File: src/rtl/stopwatch_cu_if.sv
// Stopwatch control-unit bus: raw front-panel buttons in, datapath/FND controls out.
//   i_btn_run/i_btn_clear/i_btn_mode : raw asynchronous buttons, active-high
//   o_run       : time counter count enable
//   o_clear     : time counter synchronous clear, 1-cycle pulse
//   o_disp_sel  : FND page select (0 = msec/sec, 1 = min/hour)
//   o_state     : FSM state, 00 STOP / 01 RUN / 10 CLEAR
// Macro STOPWATCH_LAP_EN adds i_btn_lap and o_lap_hold.
// master = control unit side, slave = panel/datapath side.
interface stopwatch_cu_if;
  logic       i_btn_run;
  logic       i_btn_clear;
  logic       i_btn_mode;
  logic       o_run;
  logic       o_clear;
  logic       o_disp_sel;
  logic [1:0] o_state;
`ifdef STOPWATCH_LAP_EN
  logic       i_btn_lap;
  logic       o_lap_hold;

  modport master (
    input  i_btn_run, i_btn_clear, i_btn_mode, i_btn_lap,
    output o_run, o_clear, o_disp_sel, o_state, o_lap_hold
  );
  modport slave (
    output i_btn_run, i_btn_clear, i_btn_mode, i_btn_lap,
    input  o_run, o_clear, o_disp_sel, o_state, o_lap_hold
  );
`else
  modport master (
    input  i_btn_run, i_btn_clear, i_btn_mode,
    output o_run, o_clear, o_disp_sel, o_state
  );
  modport slave (
    output i_btn_run, i_btn_clear, i_btn_mode,
    input  o_run, o_clear, o_disp_sel, o_state
  );
`endif
endinterface

File: src/rtl/stopwatch_cu.sv
// Stopwatch control unit: debounces the front-panel buttons and runs the
// RUN/STOP/CLEAR FSM that drives the time counter enables and FND page select.
// Ports:
//   clk  : system clock
//   rst  : synchronous, active-high reset
//   bus  : stopwatch_cu_if.master (buttons in; o_run, o_clear, o_disp_sel,
//          o_state and, with lap enabled, o_lap_hold out)
// Parameter DEBOUNCE_CNT: cycles the synced input must differ from the
// debounced level before it is accepted.
// Macro STOPWATCH_LAP_EN: adds the lap button and the o_lap_hold display freeze.
module stopwatch_cu #(
  parameter int unsigned DEBOUNCE_CNT = 100_000
) (
  input  logic           clk,
  input  logic           rst,
  stopwatch_cu_if.master bus
);

  localparam int unsigned CNT_W     = (DEBOUNCE_CNT > 1) ? $clog2(DEBOUNCE_CNT) : 1;
  localparam int unsigned BTN_RUN   = 0;
  localparam int unsigned BTN_CLEAR = 1;
  localparam int unsigned BTN_MODE  = 2;
`ifdef STOPWATCH_LAP_EN
  localparam int unsigned BTN_LAP   = 3;
  localparam int unsigned NBTN      = 4;
`else
  localparam int unsigned NBTN      = 3;
`endif

  typedef enum logic [1:0] {
    ST_STOP    = 2'b00,
    ST_RUN     = 2'b01,
    ST_CLEAR   = 2'b10,
    ST_ILLEGAL = 2'b11
  } state_e;

  logic [NBTN-1:0]  btn_raw;
  logic [NBTN-1:0]  sync1_q;
  logic [NBTN-1:0]  sync2_q;
  logic [NBTN-1:0]  db_q;
  logic [NBTN-1:0]  db_d;
  logic [NBTN-1:0]  db_dly_q;
  logic [NBTN-1:0]  btn_pulse;
  logic [CNT_W-1:0] cnt_q [NBTN];
  logic [CNT_W-1:0] cnt_d [NBTN];

  state_e state_q, state_d;
  logic   run_q, run_d;
  logic   clear_q, clear_d;
  logic   disp_sel_q, disp_sel_d;

  // Raw button vector, one bit per debouncer
  assign btn_raw[BTN_RUN]   = bus.i_btn_run;
  assign btn_raw[BTN_CLEAR] = bus.i_btn_clear;
  assign btn_raw[BTN_MODE]  = bus.i_btn_mode;
`ifdef STOPWATCH_LAP_EN
  assign btn_raw[BTN_LAP]   = bus.i_btn_lap;
`endif

  // Debounce counters: accept a new level only after it has persisted long enough
  always_comb begin
    db_d = db_q;
    for (int i = 0; i < int'(NBTN); i++) begin
      cnt_d[i] = cnt_q[i];
      if (sync2_q[i] == db_q[i]) begin
        cnt_d[i] = '0;
      end else if (cnt_q[i] == CNT_W'(DEBOUNCE_CNT - 1)) begin
        db_d[i]  = sync2_q[i];
        cnt_d[i] = '0;
      end else begin
        cnt_d[i] = cnt_q[i] + CNT_W'(1);
      end
    end
  end

  // Synchronizers, debounced levels and their one-cycle delay
  always_ff @(posedge clk) begin
    if (rst) begin
      sync1_q  <= '0;
      sync2_q  <= '0;
      db_q     <= '0;
      db_dly_q <= '0;
      for (int i = 0; i < int'(NBTN); i++) cnt_q[i] <= '0;
    end else begin
      sync1_q  <= btn_raw;
      sync2_q  <= sync1_q;
      db_q     <= db_d;
      db_dly_q <= db_q;
      for (int i = 0; i < int'(NBTN); i++) cnt_q[i] <= cnt_d[i];
    end
  end

  // Rising edge of the debounced level: one pulse per press, none on release
  assign btn_pulse = db_q & ~db_dly_q;

`ifdef STOPWATCH_LAP_EN
  logic lap_hold_q, lap_hold_d;
`endif

  // Next state; outputs are registered from the next state so they track state_q exactly
  always_comb begin
    state_d    = ST_STOP;
    disp_sel_d = disp_sel_q ^ btn_pulse[BTN_MODE];
`ifdef STOPWATCH_LAP_EN
    lap_hold_d = lap_hold_q;
`endif
    case (state_q)
      ST_STOP: begin
        if (btn_pulse[BTN_CLEAR])    state_d = ST_CLEAR;
        else if (btn_pulse[BTN_RUN]) state_d = ST_RUN;
        else                         state_d = ST_STOP;
`ifdef STOPWATCH_LAP_EN
        if (btn_pulse[BTN_LAP]) lap_hold_d = 1'b0;
`endif
      end
      ST_RUN: begin
        state_d = btn_pulse[BTN_RUN] ? ST_STOP : ST_RUN;
`ifdef STOPWATCH_LAP_EN
        if (btn_pulse[BTN_LAP]) lap_hold_d = ~lap_hold_q;
`endif
      end
      // CLEAR lasts one cycle; the illegal code recovers to STOP
      default: state_d = ST_STOP;
    endcase
`ifdef STOPWATCH_LAP_EN
    if (state_d == ST_CLEAR) lap_hold_d = 1'b0;
`endif
    run_d   = (state_d == ST_RUN);
    clear_d = (state_d == ST_CLEAR);
  end

  // State and output registers
  always_ff @(posedge clk) begin
    if (rst) begin
      state_q    <= ST_STOP;
      run_q      <= 1'b0;
      clear_q    <= 1'b0;
      disp_sel_q <= 1'b0;
`ifdef STOPWATCH_LAP_EN
      lap_hold_q <= 1'b0;
`endif
    end else begin
      state_q    <= state_d;
      run_q      <= run_d;
      clear_q    <= clear_d;
      disp_sel_q <= disp_sel_d;
`ifdef STOPWATCH_LAP_EN
      lap_hold_q <= lap_hold_d;
`endif
    end
  end

  assign bus.o_run      = run_q;
  assign bus.o_clear    = clear_q;
  assign bus.o_disp_sel = disp_sel_q;
  assign bus.o_state    = state_q;
`ifdef STOPWATCH_LAP_EN
  assign bus.o_lap_hold = lap_hold_q;
`endif

endmodule
File: src/flat_wrapper.sv
// flat-port wrapper written by rule: the top's interface ports become plain ports
module stopwatch_cu_flat 
#(
  parameter int unsigned DEBOUNCE_CNT = 100_000
)
  (clk, rst, bus_i_btn_run, bus_i_btn_clear, bus_i_btn_mode, bus_o_run, bus_o_clear, bus_o_disp_sel, bus_o_state);
  stopwatch_cu_if bus_i ();
  input  logic clk;
  input  logic rst;
  input wire logic [$bits(bus_i.i_btn_run)-1:0] bus_i_btn_run;
  input wire logic [$bits(bus_i.i_btn_clear)-1:0] bus_i_btn_clear;
  input wire logic [$bits(bus_i.i_btn_mode)-1:0] bus_i_btn_mode;
  output wire logic [$bits(bus_i.o_run)-1:0] bus_o_run;
  output wire logic [$bits(bus_i.o_clear)-1:0] bus_o_clear;
  output wire logic [$bits(bus_i.o_disp_sel)-1:0] bus_o_disp_sel;
  output wire logic [$bits(bus_i.o_state)-1:0] bus_o_state;
  assign bus_i.i_btn_run = bus_i_btn_run;
  assign bus_i.i_btn_clear = bus_i_btn_clear;
  assign bus_i.i_btn_mode = bus_i_btn_mode;
  assign bus_o_run = bus_i.o_run;
  assign bus_o_clear = bus_i.o_clear;
  assign bus_o_disp_sel = bus_i.o_disp_sel;
  assign bus_o_state = bus_i.o_state;
  stopwatch_cu #(.DEBOUNCE_CNT(DEBOUNCE_CNT)) u_core (.clk(clk), .rst(rst), .bus(bus_i));
endmodule
File: config.mk
export PLATFORM = sky130hd
export DESIGN_NAME = stopwatch_cu_flat
export DESIGN_NICKNAME = d
export VERILOG_FILES = /design/src/rtl/stopwatch_cu_if.sv /design/src/rtl/stopwatch_cu.sv /design/src/flat_wrapper.sv
export SDC_FILE = /design/constraint.sdc
export NUM_CORES = 1
export LEC_CHECK = 0
export CORE_ASPECT_RATIO = 0.5
export CORE_MARGIN = 5
export CORE_UTILIZATION = 45
export CTS_BUF_LIST = sky130_fd_sc_hd__clkbuf_4
export CTS_CLUSTER_DIAMETER = 200
export DETAILED_ROUTE_END_ITERATION = 10
export REMOVE_ABC_BUFFERS = 1
export SYNTH_ARGS = -nofsm -noshare
export SYNTH_HDL_FRONTEND = slang
export SYNTH_SLANG_ARGS = --single-unit
File: constraint.sdc
create_clock -name clk -period 2.1 [get_ports clk]
set_input_delay 0.315 -clock clk [delete_from_list [all_inputs] [get_ports clk]]
set_output_delay 0.315 -clock clk [all_outputs]
set_load 0.005 [all_outputs]
After elaboration in Yosys (flattened, before gate mapping) --
Memory sizes are Yosys's and may differ from the RTL's. Index checks and enable logic that the tools add are counted.
Operators by class: $add $sub $neg 3, equality and inequality tests 9, muxes and demuxes 16, bitwise operators 9, reductions and logical operators 4
Operators by type and width (count):
- two-way mux 17 bit | 9
- adder 17 x 1 -> 17 bit, second input constant | 3
- equality test 17 bit, second input constant | 3
- AND reduction 2 bit | 3
- two-way mux 1 bit | 5
- equality test 2 x 1 -> 1 bit, second input constant | 2
- one-hot mux 2 bit (2 select lines) | 1
- bitwise AND 3 bit | 1
- equality test 1 bit | 3
- inverter 1 bit | 3
- inverter 3 bit | 1
- OR 1 bit | 3
- equality test 2 bit, second input constant | 1
- logical NOT 2 bit | 1
- two-way mux 2 bit | 1
- bitwise XOR 1 bit | 1
Word-level totals: register bits after elaboration 17, RAM bits 51, output and inout bits 5, memories 1
Memories:
- u_core.cnt_q | depth 3, bits a word 17, read ports 3, clocked after memory_dff 0, wr ports 3, line stopwatch_cu.sv:44 | logic [CNT_W-1:0] cnt_q [NBTN];

Logic depth before layout (Yosys ltp) --
Gate-level depths: netlist of the first run.
word-level depth 6, mapped depth 7, depth with buffers taken out 5

Least setup slack after synthesis of the first run --
OpenSTA, ideal clock, no wires.
path kind register -> register, start mem u_core.cnt_q[0][17] (netlist bit), end mem u_core.cnt_q[0][20] (netlist bit), library setup time 0.117 ns, arrival time 1.523 ns, required time 1.983 ns, path slack 0.460 ns, stages on the path, launching flop included 8, cells stage by stage dfxtp_1 -> ha_1 -> and4_1 -> clkbuf_1 -> nand4_1 -> nand2b_1 -> buf_2 -> nor2_1
RTL lines (line):
- from (decl) | stopwatch_cu.sv:44

==> results of run 1 <==
==> cell usage in the layout (no fill, tap or decap), types with 2 or more instances in the layout <==
master           Yosys  routed
dfxtp_1             68      68
or2_1                2       2
nor4_1              13      13
or3_1                3       3
clkbuf_4             0      11
inv_1               10      10
ha_1                 3       3
nand4bb_1            2       2
nor2_1              51      51
nand2b_1             4       4
nor2b_1             12      12
clkinv_1             0       5
or4_1                2       2
and4_1               3       3
nor3_1              12      12
xor2_1              18      18
clkdlybuf4s50_1      0       9
buf_4                0       5
xnor2_1             27      27
nand2_1             10      10
or2_2                2       2
a21oi_1              4       4
o21ai_0              3       3
nand3_1             21      21
and3_1               6       6
nand4_1             14      14
mux2i_1              3       3
==> flip-flops by register name, indices dropped and copies added (netlist names) <==
name / cells
u_core.bus.o_clear: 1
u_core.db_dly_q: 3
u_core.bus.o_disp_sel: 1
u_core.cnt_q: 51
u_core.bus.o_state: 2
u_core.sync1_q: 3
u_core.db_q: 3
u_core.sync2_q: 3
u_core.bus.o_run: 1
==> cell type report <==
type	count	area (sq um)	share of cell area (%)
multi-input combinational	227	1421	44.99
sequential	68	1361	43.09
timing repair buffer	14	127.6	4.040
tap	88	110.1	3.485
clock buffer	11	82.58	2.614
inverter	10	37.54	1.188
clock inverter	5	18.77	0.5941
==> critical path, stage by stage, from the launching register on <==
cell	delay, ns
dfxtp_1	0.40
ha_1	0.24
nand4_1	0.20
or4_1	0.53
xor2_1	0.16
nor2_1	0.05
==> stage by stage <==
step	worst slack [ns]	instances	hold WS, ns	power [mW]
floorplan	0.4732	305	0.3866	1.344
CTS	0.3941	423	0.4123	2.046
global route	0.2574	423	0.4092	2.102
detailed placement	0.4276	407	0.4285	1.366
global placement	0.4229	407	0.4195	1.364
finish	0.4085	423	0.4477	2.004
==> routing by layer <==
| layer | routed length [um] | vias up | track usage, % |
|---|---|---|---|
| met5 | 0 | - | 0 |
| met4 | 115 | 0 | 7.810 |
| met3 | 226 | 12 | 6.107 |
| met2 | 2342 | 19 | 22.64 |
| met1 | 2403 | 987 | 16.68 |
| li1 | - | 1110 | - |
==> final timing paths <==
kind / startpoint / end / slack [ns] / cells past startpoint
setup / recovery: u_core.cnt_q[0][0] / u_core.cnt_q[0][10] / 0.41 / 5
hold / removal: bus_i_btn_run / u_core.sync1_q[0] / 0.45 / 2
setup reg to reg: u_core.cnt_q[0][0] / u_core.cnt_q[0][10] / 0.41 / 5
hold reg to reg: u_core.sync1_q[1] / u_core.sync2_q[1] / 0.45 / 1
==> report_power, final <==
part / internal (mW) / total (mW) / switching (mW)
Sequential: 1.30 / 1.30 / 0.00430
Clock: 0.251 / 0.668 / 0.417
Combinational: 0.0180 / 0.0352 / 0.0173
==> logic make-up (layout without fill, tap and decap cells) <==
kind of cell / count (synthesis) / after routing / share of synthesized area [%]
XOR/XNOR: 45 / 45 / 13.74
flip-flops: 68 / 68 / 47.45
AO/OA/AOI/OAI: 10 / 10 / 2.093
buffers and inverters: 18 / 40 / 3.009
AND/OR/NAND/NOR: 165 / 165 / 30.96
multiplexers: 4 / 4 / 1.439
adder cells (fa/ha/maj): 3 / 3 / 1.308
==> impl_metrics.env, run 1 <==
export IMPL_numClockSinks=68
export IMPL_post_cts_buffers=0
export IMPL_yosysTopAreaCellShare_pct=47.45
export IMPL_async_flop_share_pct=0
export IMPL_drive_gt1_share_pct=7.463
export IMPL_ant_nets=0
export IMPL_synth_seq_cells=68
export IMPL_fillCellCount=597
export IMPL_min_path_type="input pin to flop"
export IMPL_relSlewSlack_pct=74.51
export IMPL_endpoint_kind="flop"
export IMPL_core_sq_mm=0.006131
export IMPL_initial_core_util_pct=46.80
export IMPL_n_antenna_cell=0
export IMPL_finalSetupViolCount=0
export IMPL_avgRoutedWirePerCell_um=12.03
export IMPL_drv_slew=0
export IMPL_pwr_density_cell_mw_per_mm2=634.2
export IMPL_rsz0062_at_grt="no"
export IMPL_finalHoldViolCount=0
export IMPL_max_clock_path_buffers=2
export IMPL_fmax_mhz=591.2
export IMPL_cts_max_level=3
export IMPL_peakVddDrop_v=0.0004281
export IMPL_ys_types=38
export IMPL_clkSlewWorstSetupHoldPaths_ns=0.09
export IMPL_finalClockSkew_ns=0.01228
export IMPL_fin_crit_sh_pct=80.55
export IMPL_min_period_ns=1.691
export IMPL_root_buffer="clkbuf_4"
export IMPL_tightest_slew_ns=0.3788
export IMPL_place_gp_congestion=0.8204
export IMPL_synth_most_common_cell="dfxtp_1"
export IMPL_nets=338
export IMPL_postCtsHoldBufs=0
export IMPL_outcome="finished clean"
export IMPL_ys_flop_type="dfxtp_1"
export IMPL_vias_per_cell=5.031
export IMPL_grt_pass1_vias=2104
export IMPL_drv_cap=0
export IMPL_clk_latency_ns=0.42
export IMPL_p_leak_nw=0.9826
export IMPL_cts_tree="done"
export IMPL_io_pins=10
export IMPL_grt_pass1_wl_mm=9.101
export IMPL_utilization_pct=51.53
export IMPL_die_h_um=66.46
export IMPL_drt_pass1_iterations=6
export IMPL_path_class="flop to flop"
export IMPL_io_buffers=9
export IMPL_drc=0
export IMPL_die_w_um=122.9
export IMPL_die_area_sq_mm=0.008169
export IMPL_grt_max_degree=16
export IMPL_setup_tns_final_ns=0
export IMPL_finalWirelength_mm=5.088
export IMPL_grt_usage_pct=14.39
export IMPL_cts_buffers=9
export IMPL_overflow=0
export IMPL_place_area_sq_mm=0.003058
export IMPL_synth_edff_count=0
export IMPL_post_route_cell_area_sq_mm=0.003159
export IMPL_detailed_place_hpwl_mm=3.682
export IMPL_synth_area_sq_mm=0.002869
export IMPL_cp_start_kind="flop"
export IMPL_synthTopCellsByCount="dfxtp_1, nor2_1, xnor2_1, nand3_1, xor2_1"
export IMPL_syn2layout_area_growth_pct=10.12
export IMPL_dr_first_iter_drc_count=109
export IMPL_yosysSeqAreaShare_pct=47.45
export IMPL_required_ns=2.42
export IMPL_antenna_found_initial=0
export IMPL_ys_warn_count=0
export IMPL_synth_top_cell_by_area="dfxtp_1"
export IMPL_num_vias=2128
export IMPL_crit_arrival_ns=2.01
export IMPL_avgSynthCellArea_sq_um=9.166
export IMPL_synth_cells=313
export IMPL_cts_repair_resized=0
export IMPL_cp_max_fo=5
export IMPL_ys_top_cells_by_area="dfxtp_1, xnor2_1, nor2_1, xor2_1, nand3_1"
export IMPL_rows=20
(Power assumes the default switching activity.)
==> run 2, diff against run 1 <==
==> constraint.sdc (replaced) <==
create_clock -name clk -period 1.8 [get_ports clk]
set_input_delay 0.27 -clock clk [delete_from_list [all_inputs] [get_ports clk]]
set_output_delay 0.27 -clock clk [all_outputs]
set_load 0.005 [all_outputs]
==> run 2 against run 1 <==
Effect of this change: global-route usage is 0.46 points lower; utilization is 2.2 points higher; register-to-register slack worse by 0.25 ns; combinational power is 23% higher; clock skew is 0.0019 ns lower; sequential share of layout area is 1.8 points lower; critical path depth stayed put; via count is 0.99% higher; sequential power is 17% higher; worst hold slack worse by 0.050 ns; critical path type unchanged; critical endpoint is now u_core.cnt_q[0][16].
==> impl_metrics.env, run 2 (synthesis gave the netlist of run 1 again) <==
export IMPL_layout_common_cells="dfxtp_1, nor2_1, xnor2_1"
export IMPL_drt_pass1_iterations=4
export IMPL_finalSetupViolCount=0
export IMPL_cp_top_family="simple AND/OR/NAND/NOR gates"
export IMPL_die_w_um=122.9
export IMPL_timing_rr_start="u_core.cnt_q[0][12]"
export IMPL_tightest_slew_ns=0.3960
export IMPL_p_comb_share_pct=1.6
export IMPL_grt_pass1_wl_mm=8.714
export IMPL_max_clock_path_buffers=2
export IMPL_finalClockSkew_ns=0.01042
export IMPL_min_path_type="input pin to flop"
export IMPL_largest_reg_flops=51
export IMPL_drive_gt1_share_pct=10.53
export IMPL_intPower_mw=2.232
export IMPL_grt_max_degree=16
export IMPL_relSlewSlack_pct=73.36
export IMPL_required_ns=2.11
export IMPL_die_h_um=66.46
export IMPL_path_class="flop to flop"
export IMPL_clk_latency_ns=0.42
export IMPL_hold_end="u_core.sync1_q[0]"
export IMPL_regToRegSetupSlack_ns=0.15
export IMPL_seq_power_share_pct=54.2
export IMPL_drv_cap=0
export IMPL_drv_slew=0
export IMPL_cp_start_kind="flop"
export IMPL_overflow=0
export IMPL_dr_first_iter_drc_count=114
export IMPL_nets=345
export IMPL_rsz0062_at_grt="no"
export IMPL_io_pins=10
export IMPL_critPathBufInv=1
export IMPL_fmax_mhz=607.7
export IMPL_ant_nets=0
export IMPL_cp_max_fo=9
export IMPL_cp_cell_sequence="or4_1 > nor4_2 > or2_1 > buf_4 > a21oi_1"
export IMPL_place_gp_congestion=0.7700
export IMPL_setup_tns_final_ns=0
export IMPL_clkSlewWorstSetupHoldPaths_ns=0.11
export IMPL_utilization_pct=53.71
export IMPL_placed_cells=414
export IMPL_detailed_place_hpwl_mm=3.554
export IMPL_root_buffer="clkbuf_4"
export IMPL_peakVddDrop_v=0.0005233
export IMPL_endpoint_kind="flop"
export IMPL_post_cts_buffers=0
export IMPL_outcome="finished clean"
export IMPL_grt_pass1_vias=2060
export IMPL_crit_arrival_ns=1.96
export IMPL_postCtsHoldBufs=0
export IMPL_finalWirelength_mm=4.946
export IMPL_grt_usage_pct=13.93
export IMPL_hp_start="bus_i_btn_run"
export IMPL_min_period_ns=1.645
export IMPL_whs_path_depth=2
export IMPL_crit_start="u_core.cnt_q[0][12]"
export IMPL_r2r_cells=5
export IMPL_n_antenna_cell=0
export IMPL_final_common_cell="dfxtp_1"
export IMPL_avgRoutedWirePerCell_um=11.50
export IMPL_initial_core_util_pct=46.80
export IMPL_cp_slowest_cell="or4_1"
export IMPL_syn2layout_area_growth_pct=14.78
export IMPL_pwr_density_cell_mw_per_mm2=849.8
export IMPL_regMostFlops="u_core.cnt_q"
export IMPL_power_frac_clock_pct=44.3
export IMPL_num_vias=2149
export IMPL_numClockSinks=68
export IMPL_critPathMaxStageDelay_ns=0.54
export IMPL_power_switching_mw=0.5664
export IMPL_finalHoldViolCount=0
export IMPL_cts_max_level=3
export IMPL_core_sq_mm=0.006131
export IMPL_cts_buffers=9
export IMPL_cts_tree="done"
export IMPL_io_buffers=9
export IMPL_netSwitchingFraction_pct=20.24
export IMPL_cts_repair_resized=0
export IMPL_rr_endpoint="u_core.cnt_q[0][16]"
export IMPL_die_area_sq_mm=0.008169
export IMPL_antenna_found_initial=0
export IMPL_rows=20
export IMPL_fin_crit_sh_pct=91.41
export IMPL_layout_cells_non_filler=430
export IMPL_drc=0
export IMPL_p_leak_nw=1.054
export IMPL_vias_per_cell=4.998
## run 2: cell types whose count changed in the layout (fill, tap and decap cells not counted)
cell / previous run / this run
buf_4: 5 / 12
clkinv_1: 5 / 1
bufinv_16: 0 / 3
clkbuf_4: 11 / 9
clkinv_2: 0 / 1
clkinv_4: 0 / 1
clkinvlp_4: 0 / 1
## run 2: layout make-up
cell class	instances	area, sq um
fillers	603	2838
multi-input cells	227	1421
flip-flops and latches	68	1361
repair buffers	21	180.2
clock inverters	7	115.1
well taps	88	110.1
clock buffers	9	67.56
inverters	10	37.54
## run 2: stage by stage
| stage | hold slack, ns | power [mW] | area [sq um] | setup WS, ns |
|---|---|---|---|---|
| floorplan | 0.3416 | 1.568 | 2820 | 0.1732 |
| global placement | 0.4206 | 1.593 | 3110 | 0.1597 |
| detailed placement | 0.4314 | 1.594 | 3110 | 0.1345 |
| CTS | 0.3650 | 2.841 | 3293 | 0.1242 |
| global route | 0.3459 | 2.917 | 3293 | 0.03259 |
| finish | 0.3978 | 2.799 | 3293 | 0.1546 |
## run 2: layer usage
| layer | vias to the layer above | track usage, % | wire length (um) |
|---|---|---|---|
| met5 | - | 0 | 0 |
| met4 | 0 | 4.184 | 53 |
| met3 | 5 | 8.142 | 221 |
| met2 | 24 | 23.32 | 2291 |
| met1 | 991 | 14.97 | 2380 |
| li1 | 1129 | - | - |
## run 2: worst max-delay path by stage
stage	to	slack, ns	cells after the start
final	u_core.cnt_q[0][16]	0.15	5
after global routing	u_core.cnt_q[0][16]	0.03	6
after CTS	bus_o_state[1]	0.12	1
after detailed placement	u_core.cnt_q[0][16]	0.13	5
after global placement	u_core.cnt_q[0][16]	0.16	5
after floorplan	u_core.cnt_q[0][10]	0.17	4
## run 2: power groups by stage
| stage | Sequential, mW | Clock, mW | Combinational [mW] |
|---|---|---|---|
| after floorplan | 1.55 | 0 | 0.0174 |
| after global placement | 1.55 | 0 | 0.0437 |
| after detailed placement | 1.55 | 0 | 0.0441 |
| after CTS | 1.52 | 1.28 | 0.0442 |
| after global routing | 1.52 | 1.35 | 0.0500 |
| final | 1.52 | 1.24 | 0.0434 |
